==> src/rtl/ex_stage_pipe.sv <==
// ex_stage_pipe: execute stage with ALU, branch resolution and a single output register.
// Defining EX_STAGE_MUL_EN adds a serial shift-add multiplier (op 11) and MUL/DONE states.
// Without that macro op 11 is treated as illegal.
module ex_stage_pipe #(
  parameter int unsigned XLEN  = 32,
  parameter int unsigned RA_W  = 5,
  parameter int unsigned IMM_W = 16
) (
  input  logic            clk,
  input  logic            rst,
  input  logic            in_valid,
  output logic            in_ready,
  input  logic [3:0]      op,
  input  logic [XLEN-1:0] a,
  input  logic [XLEN-1:0] b,
  input  logic [IMM_W-1:0] imm,
  input  logic [XLEN-1:0] npc,
  input  logic [RA_W-1:0] rd,
  input  logic [3:0]      ctl,
  input  logic [1:0]      br,
  output logic            out_valid,
  input  logic            out_stall,
  output logic [XLEN-1:0] alu_out,
  output logic            br_taken,
  output logic [XLEN-1:0] bt,
  output logic [RA_W-1:0] out_rd,
  output logic [3:0]      out_ctl,
  output logic            err
);

  localparam int unsigned SH_W = $clog2(XLEN);

  logic [SH_W-1:0] shamt;
  logic [XLEN-1:0] alu_res;
  logic            illegal;
  logic            br_c;
  logic [XLEN-1:0] bt_c;
  logic [XLEN-1:0] imm_ext;
  logic            out_free;
  logic            idle;
  logic            accept;
  logic            is_mul;
  logic            load_single;

  assign shamt   = b[SH_W-1:0];
  assign imm_ext = {{(XLEN-IMM_W){imm[IMM_W-1]}}, imm};
  assign bt_c    = npc + (imm_ext << 2);
  assign br_c    = ((br == 2'b01) && (a == b)) || ((br == 2'b10) && (a != b));

  // Single-cycle ALU result and illegal-op decode
  always_comb begin
    alu_res = '0;
    illegal = 1'b0;
    case (op)
      4'd0:  alu_res = a + b;
      4'd1:  alu_res = a - b;
      4'd2:  alu_res = a & b;
      4'd3:  alu_res = a | b;
      4'd4:  alu_res = {{(XLEN-1){1'b0}}, ($signed(a) < $signed(b))};
      4'd5:  alu_res = {{(XLEN-1){1'b0}}, (a < b)};
      4'd6:  alu_res = a ^ b;
      4'd7:  alu_res = ~(a | b);
      4'd8:  alu_res = a << shamt;
      4'd9:  alu_res = a >> shamt;
      4'd10: alu_res = $unsigned($signed(a) >>> shamt);
`ifdef EX_STAGE_MUL_EN
      4'd11: alu_res = '0;  // result comes from the serial multiplier
`else
      4'd11: illegal = 1'b1;
`endif
      default: illegal = 1'b1;
    endcase
  end

  assign out_free    = !out_valid || !out_stall;
  assign in_ready    = idle && out_free;
  assign accept      = in_valid && in_ready;
  assign load_single = accept && !is_mul;

`ifdef EX_STAGE_MUL_EN
  typedef enum logic [1:0] {StIdle, StMul, StDone} state_e;

  state_e          state_q;
  logic [XLEN-1:0] mcand_q;
  logic [XLEN-1:0] mplier_q;
  logic [XLEN-1:0] prod_q;
  logic [SH_W-1:0] cnt_q;
  logic            l_taken_q;
  logic [XLEN-1:0] l_bt_q;
  logic [RA_W-1:0] l_rd_q;
  logic [3:0]      l_ctl_q;
  logic            load_mul;

  assign idle     = (state_q == StIdle);
  assign is_mul   = (op == 4'd11);
  assign load_mul = (state_q == StDone) && out_free;

  // Multiply FSM: latch operation at acceptance, one multiplier bit per MUL cycle
  always_ff @(posedge clk or posedge rst) begin
    if (rst) begin
      state_q   <= StIdle;
      mcand_q   <= '0;
      mplier_q  <= '0;
      prod_q    <= '0;
      cnt_q     <= '0;
      l_taken_q <= 1'b0;
      l_bt_q    <= '0;
      l_rd_q    <= '0;
      l_ctl_q   <= '0;
    end else begin
      unique case (state_q)
        StIdle: begin
          if (accept && is_mul) begin
            state_q   <= StMul;
            mcand_q   <= a;
            mplier_q  <= b;
            prod_q    <= '0;
            cnt_q     <= '0;
            l_taken_q <= br_c;
            l_bt_q    <= bt_c;
            l_rd_q    <= rd;
            l_ctl_q   <= ctl;
          end
        end
        StMul: begin
          prod_q   <= prod_q + (mplier_q[0] ? mcand_q : '0);
          mcand_q  <= mcand_q << 1;
          mplier_q <= mplier_q >> 1;
          cnt_q    <= cnt_q + SH_W'(1);
          if (cnt_q == SH_W'(XLEN - 1)) begin
            state_q <= StDone;
          end
        end
        StDone: begin
          if (out_free) begin
            state_q <= StIdle;
          end
        end
        default: state_q <= StIdle;
      endcase
    end
  end
`else
  assign idle   = 1'b1;
  assign is_mul = 1'b0;
`endif

  // Output register: loaded by single-cycle ops or finished multiply, held while stalled
  always_ff @(posedge clk or posedge rst) begin
    if (rst) begin
      out_valid <= 1'b0;
      alu_out   <= '0;
      br_taken  <= 1'b0;
      bt        <= '0;
      out_rd    <= '0;
      out_ctl   <= '0;
      err       <= 1'b0;
    end else begin
      if (accept && illegal) begin
        err <= 1'b1;
      end
      if (load_single) begin
        out_valid <= 1'b1;
        alu_out   <= alu_res;
        br_taken  <= br_c;
        bt        <= bt_c;
        out_rd    <= rd;
        out_ctl   <= ctl;
      end
`ifdef EX_STAGE_MUL_EN
      else if (load_mul) begin
        out_valid <= 1'b1;
        alu_out   <= prod_q;
        br_taken  <= l_taken_q;
        bt        <= l_bt_q;
        out_rd    <= l_rd_q;
        out_ctl   <= l_ctl_q;
      end
`endif
      else if (out_valid && !out_stall) begin
        out_valid <= 1'b0;
      end
    end
  end

endmodule

==> config.mk <==
export PLATFORM = sky130hd
export DESIGN_NAME = ex_stage_pipe
export DESIGN_NICKNAME = d
export VERILOG_FILES = /design/src/rtl/ex_stage_pipe.sv
export SDC_FILE = /design/constraint.sdc
export NUM_CORES = 1
export LEC_CHECK = 0
export ABC_AREA = 0
export CAP_MARGIN = 20
export CORE_MARGIN = 2
export CORE_UTILIZATION = 35
export DETAILED_ROUTE_END_ITERATION = 12
export PLACE_DENSITY_LB_ADDON = 0.1
export SYNTH_ARGS = -nofsm -noshare
export SYNTH_HDL_FRONTEND = slang
export SYNTH_SLANG_ARGS = --single-unit
==> constraint.sdc <==
create_clock -name clk -period 7.7 [get_ports clk]
set_input_delay 1.54 -clock clk [delete_from_list [all_inputs] [get_ports clk]]
set_output_delay 1.54 -clock clk [all_outputs]
set_load 0.02 [all_outputs]
## Word-level counts from Yosys, hierarchy flattened

Cells that the tools add are included.

- Flip-flop bits (word level): 76
- Latch bits: 0
- Memory bits (writable): 0
- Memory bits (read-only): 0
- Bits of input ports: 131
- Logic and storage cells: 49
- Memories kept: 0

- Add/sub/neg operators: 3
- Multipliers: 0
- Div/mod/pow operators: 0
- Order comparisons: 2
- Eq/ne operators: 14
- Shift-type cells: 3
- Muxes and demuxes: 4
- Bitwise logic cells: 4
- Reduce and logical (&&, ||, !) cells: 12

Operator list:

| cell | count |
|---|---|
| $pmux W32 S11 | 1 |
| $add A32 B32 Y32 | 2 |
| $lt A32 B32 Y1 | 2 |
| $and A32 B32 Y32 | 1 |
| $eq A32 B32 Y1 | 1 |
| $ne A32 B32 Y1 | 1 |
| $not A32 Y32 | 1 |
| $or A32 B32 Y32 | 1 |
| $shl A32 B5 Y32 | 1 |
| $shr A32 B5 Y32 | 1 |
| $sshr A32 B5 Y32 | 1 |
| $sub A32 B32 Y32 | 1 |
| $xor A32 B32 Y32 | 1 |
| $eq A4 B3 Y1 const B | 4 |
| $eq A4 B4 Y1 const B | 3 |
| $reduce_or A11 Y1 | 1 |
| $eq A4 B2 Y1 const B | 2 |
| $logic_and A1 B1 Y1 | 5 |
| $eq A4 B1 Y1 const B | 1 |
| $logic_not A4 Y1 | 1 |
| $mux W1 | 3 |
| $eq A2 B1 Y1 const B | 1 |
| $eq A2 B2 Y1 const B | 1 |
| $logic_not A1 Y1 | 2 |
| other kinds (2) | 3 |

## Logic depth before layout (Yosys ltp)

- Word-level depth: 4
- Depth in mapped cells: 16

## Worst setup path after synthesis

Ideal clock, no wire load.

- Path type: input port to flip-flop
- From: in b[2]
- To: reg alu_out[29]
- Library setup time: 0.086 ns
- Data arrival time: 4.700 ns
- Required time: 7.614 ns
- Slack: 2.914 ns
- Cell stages on the path: 16
- Path through: clkbuf_1 inv_1 buf_2 buf_2 buf_2 ha_1 nor3_1 nor2b_4 o31a_2 o41ai_2 o2111ai_2 nand3_2 o31ai_4 a211oi_2 o311a_1 nor3_1

- Longest elaborated chain between the ends: 2
- Elaborated cells between the ends (all ways): 6
- Classes of those cells: 2 x add/sub; 3 x shift; 1 x mux

RTL lines:

| what | line | source |
|---|---|---|
| start, declared | 15 | `input logic [XLEN-1:0] b,` |
| $sub A32 B32 Y32 (tied with other cells) | 56 | `4'd1: alu_res = a - b;` |
| $pmux W32 S11 * | 54 | `case (op)` |
| end signal, assigned | 164 | `alu_out <= alu_res;` |
| end, declared | 23 | `output logic [XLEN-1:0] alu_out,` |

Mark *: on every way between the ends. The rest lies on a longest branch, timed or not.
A chain may end at the register's enable or synchronous reset.

## Final worst setup path

- From: in a[0]
- To: reg alu_out[24]

- Longest elaborated chain between the ends: 2
- Elaborated cells between the ends (all ways): 6
- Classes of those cells: 2 x add/sub; 3 x shift; 1 x mux

RTL lines:

| what | line | source |
|---|---|---|
| start, declared | 14 | `input logic [XLEN-1:0] a,` |
| $sub A32 B32 Y32 (tied with other cells) | 56 |  |
| $pmux W32 S11 * | 54 |  |

Marked as above.

==> impl_metrics.py <==
metrics = {
    "yosys": {
        "synth_cell_types": 90,
        "postSynthAreaPerCell_sq_um": 7.19,
        "synth_flop_cell": "dfrtp_1",
        "synthesis.nets": 2047,
        "synth_edf_count": 0,
        "synth.largest_area_cell": "dfrtp_1",
        "synth-async-reset-ratio": 1.00,
        "ys_top_cells_by_area": "dfrtp_1 15%, ha_1 12%, a21oi_1 6.7%",
        "yosysSeqAreaShare": 0.148,
        "netlist_instances": 1787,
        "ys_ff_latch": 76,
        "yosysWarnings": 0,
        "yosys.area.top_type_share": 0.148,
        "netlist_area_sq_mm": 0.0129,
    },
    "cells_and_area": {
        "instances_no_fill": 2380,
        "layout.nets": 2167,
        "layout-drive-gt1-share": 0.0622,
        "antennaDiodeCount": 0,
        "utilization": 0.425,
        "areaGrowthSynthToFinish_pct": 20.2,
    },
    "clock_tree": {
        "cts_resized": 0,
        "root_buffer": "clkbuf_16",
        "htree_levels": 3,
        "cts_tree": "yes",
        "clockBufferDepth": 2,
        "cts_made_buffers": 9,
        "clock_latency_ns": 0.38,
        "post_cts_buffers": 0,
        "cts_sinks": 76,
        "hold_buffers": 0,
        "clk_pin_slew_ns": 0.08,
    },
    "place": {
        "post-place-ws_ns": 2.42,
        "gp_congestion": 0.999,
        "port_buffers": 207,
        "dp.cells": 2364,
        "dp_hpwl_um": 43900,
    },
    "die": {
        "fp.dieArea_sq_mm": 0.0383,
        "die_h_um": 196,
        "io_pins": 208,
        "num_rows": 70,
        "die_x_um": 196,
        "coreArea_sq_mm": 0.0363,
        "initial_utilization": 0.354,
    },
    "timing": {
        "max-slew-margin-rel": 0.174,
        "setup_ws_ns": 2.69,
        "fin_crit_ns": 5.01,
        "fin_skew_ns": 0.0145,
        "tns_ns": 0,
        "setup_viol": 0,
        "tightest_slew_ns": 1.23,
        "slew_viol_final": 0,
        "whs_ns": 0.469,
        "hold_violations": 0,
        "min_period_over_period": 0.650,
        "fmax_mhz": 200,
        "rsz0062_at_grt": "false",
    },
    "global_route": {
        "grt_pass1_wl_um": 86500,
        "overflow": 0,
        "grt_pass1_vias": 13900,
        "grt_max_degree": 80,
        "grt_usage": 0.296,
        "antenna_found_initial": 1,
    },
    "outcome": {
        "status": "finished clean",
    },
    "drt": {
        "via_count": 14600,
        "drc_errors": 0,
        "ant_nets": 0,
        "avgViaCountPerCell": 6.15,
        "wirelength_um": 57700,
        "wl_per_cell_um": 24.3,
        "drt_pre_antenna_iters": 6,
        "first_iter_violations": 1403,
    },
    "power_and_ir_drop": {
        "ir_worst_vdd_mv": 0.117,
        "power.density_mw_per_mm2": 140,
        "power.leakage_nw": 6.44,
    },
    "worst_setup_path": {
        "critPathLaunchType": "input port",
        "critical_path_arrival_ns": 5.32,
        "crit_path_max_fanout": 5,
        "worstPathRequired_ns": 8.01,
        "critPathKind": "input port to flip-flop",
        "cp-end-kind": "flip-flop",
    },
    "min_path": {
        "hp-class": "flip-flop to flip-flop",
    },
    "job": {
        "maxCapViolations": 0,
    },
}
registers in the layout, indices dropped and copies added (netlist names):
signal / flops
alu_out: 32
bt: 32
out_rd: 5
out_ctl: 4
br_taken: 1
err: 1
out_valid: 1
metrics by stage:
stage	instance area [sq um]	total power, mW
2_1_floorplan	12900	1.24
3_3_place_gp	15200	1.72
3_5_place_dp	15200	1.72
4_1_cts	15500	2.16
5_1_grt	15500	2.29
6_report	15500	2.16
where the power goes:
group	internal, mW	switching (mW)	total (mW)	leakage (nW)
Combinational	0.487	0.728	1.22	5.38
Sequential	0.472	0.0461	0.518	0.919
Clock	0.219	0.205	0.424	0.133
metal layers:
layer | GRT usage | up-vias | part of all wire | wire length, um
met5 | 0 | - | 0 | 0
met1 | 0.382 | 7020 | 0.42 | 24400
met2 | 0.496 | 681 | 0.47 | 26900
met3 | 0.0401 | 123 | 0.065 | 3760
met4 | 0.131 | 0 | 0.046 | 2650
li1 | - | 6804 | - | -
layout by cell type (no fill, tap or decap), types with 16 or more instances in the layout:
cell	instances
a211oi_1	27
a21o_1	24
a21oi_1	171
a221oi_1	19
a22oi_1	18
a31oi_1	25
buf_4	24
clkdlybuf4s50_1	202
dfrtp_1	76
ha_1	126
inv_1	99
mux2i_1	53
mux4_2	24
nand2_1	183
nand2b_1	24
nand3_1	32
nor2_1	221
nor3_1	29
o211ai_1	24
o21ai_0	151
o21bai_1	18
xnor2_1	26
xor2_1	16
cell families (layout without fill, tap and decap cells):
| logic type | Yosys count | in the layout | share of synthesized area |
|---|---|---|---|
| AO/OA/AOI/OAI | 653 | 653 | 0.337 |
| XOR/XNOR | 42 | 42 | 0.0286 |
| adder cells (fa/ha/maj) | 129 | 129 | 0.127 |
| buffers and inverters | 225 | 350 | 0.0709 |
| flip-flops | 76 | 76 | 0.148 |
| multiplexers | 87 | 87 | 0.0921 |
| AND/OR/NAND/NOR | 575 | 575 | 0.197 |
synthesized netlist by cell type (25+ instances only):
cell type and number:
nor2_1 222, nand2_1 185, a21oi_1 171, o21ai_0 151
ha_1 126, inv_1 100, clkbuf_1 83, dfrtp_1 76
mux2i_1 53, nand3_1 33, nor3_1 32, a211oi_1 27
xnor2_1 26, a31oi_1 25
worst max-delay path, stage by stage:
cell	delay, ns
clkdlybuf4s50_1	0.63
ha_1	0.25
inv_1	0.13
fa_1	0.44
nor2b_1	0.18
o211ai_1	0.14
a31oi_1	0.43
o22ai_1	0.26
nor2_1	0.23
o41ai_2	0.16
nor4_1	0.47
mux2i_1	0.26
nor3_1	0.07
a21oi_1	0.14
path summary, 6_finish.rpt:
check	cells after the start	slack, ns	to	start
hold reg to reg	1	0.47	err$_DFFE_PP0P_	err$_DFFE_PP0P_
setup / recovery	14	2.69	alu_out[24]$_DFFE_PP0P_	a[0]
setup reg to reg	6	4.92	alu_out[18]$_DFFE_PP0P_	out_valid$_DFFE_PP0P_
min in group asynchronous	2	1.42	out_ctl[0]$_DFFE_PP0P_	rst
hold / removal	1	0.47	err$_DFFE_PP0P_	err$_DFFE_PP0P_
max in group asynchronous	3	5.03	err$_DFFE_PP0P_	rst
cell type report:
cell class	instances	area, sq um
Clock inverter	6	40.0
Timing Repair Buffer	230	2220
Clock buffer	10	229
Sequential cell	76	1900
Inverter	104	392
Multi-Input combinational cell	1486	10100
Fill cell	3770	20900
Tap cell	468	586
Note: power is estimated with default switching activity, not from simulation.
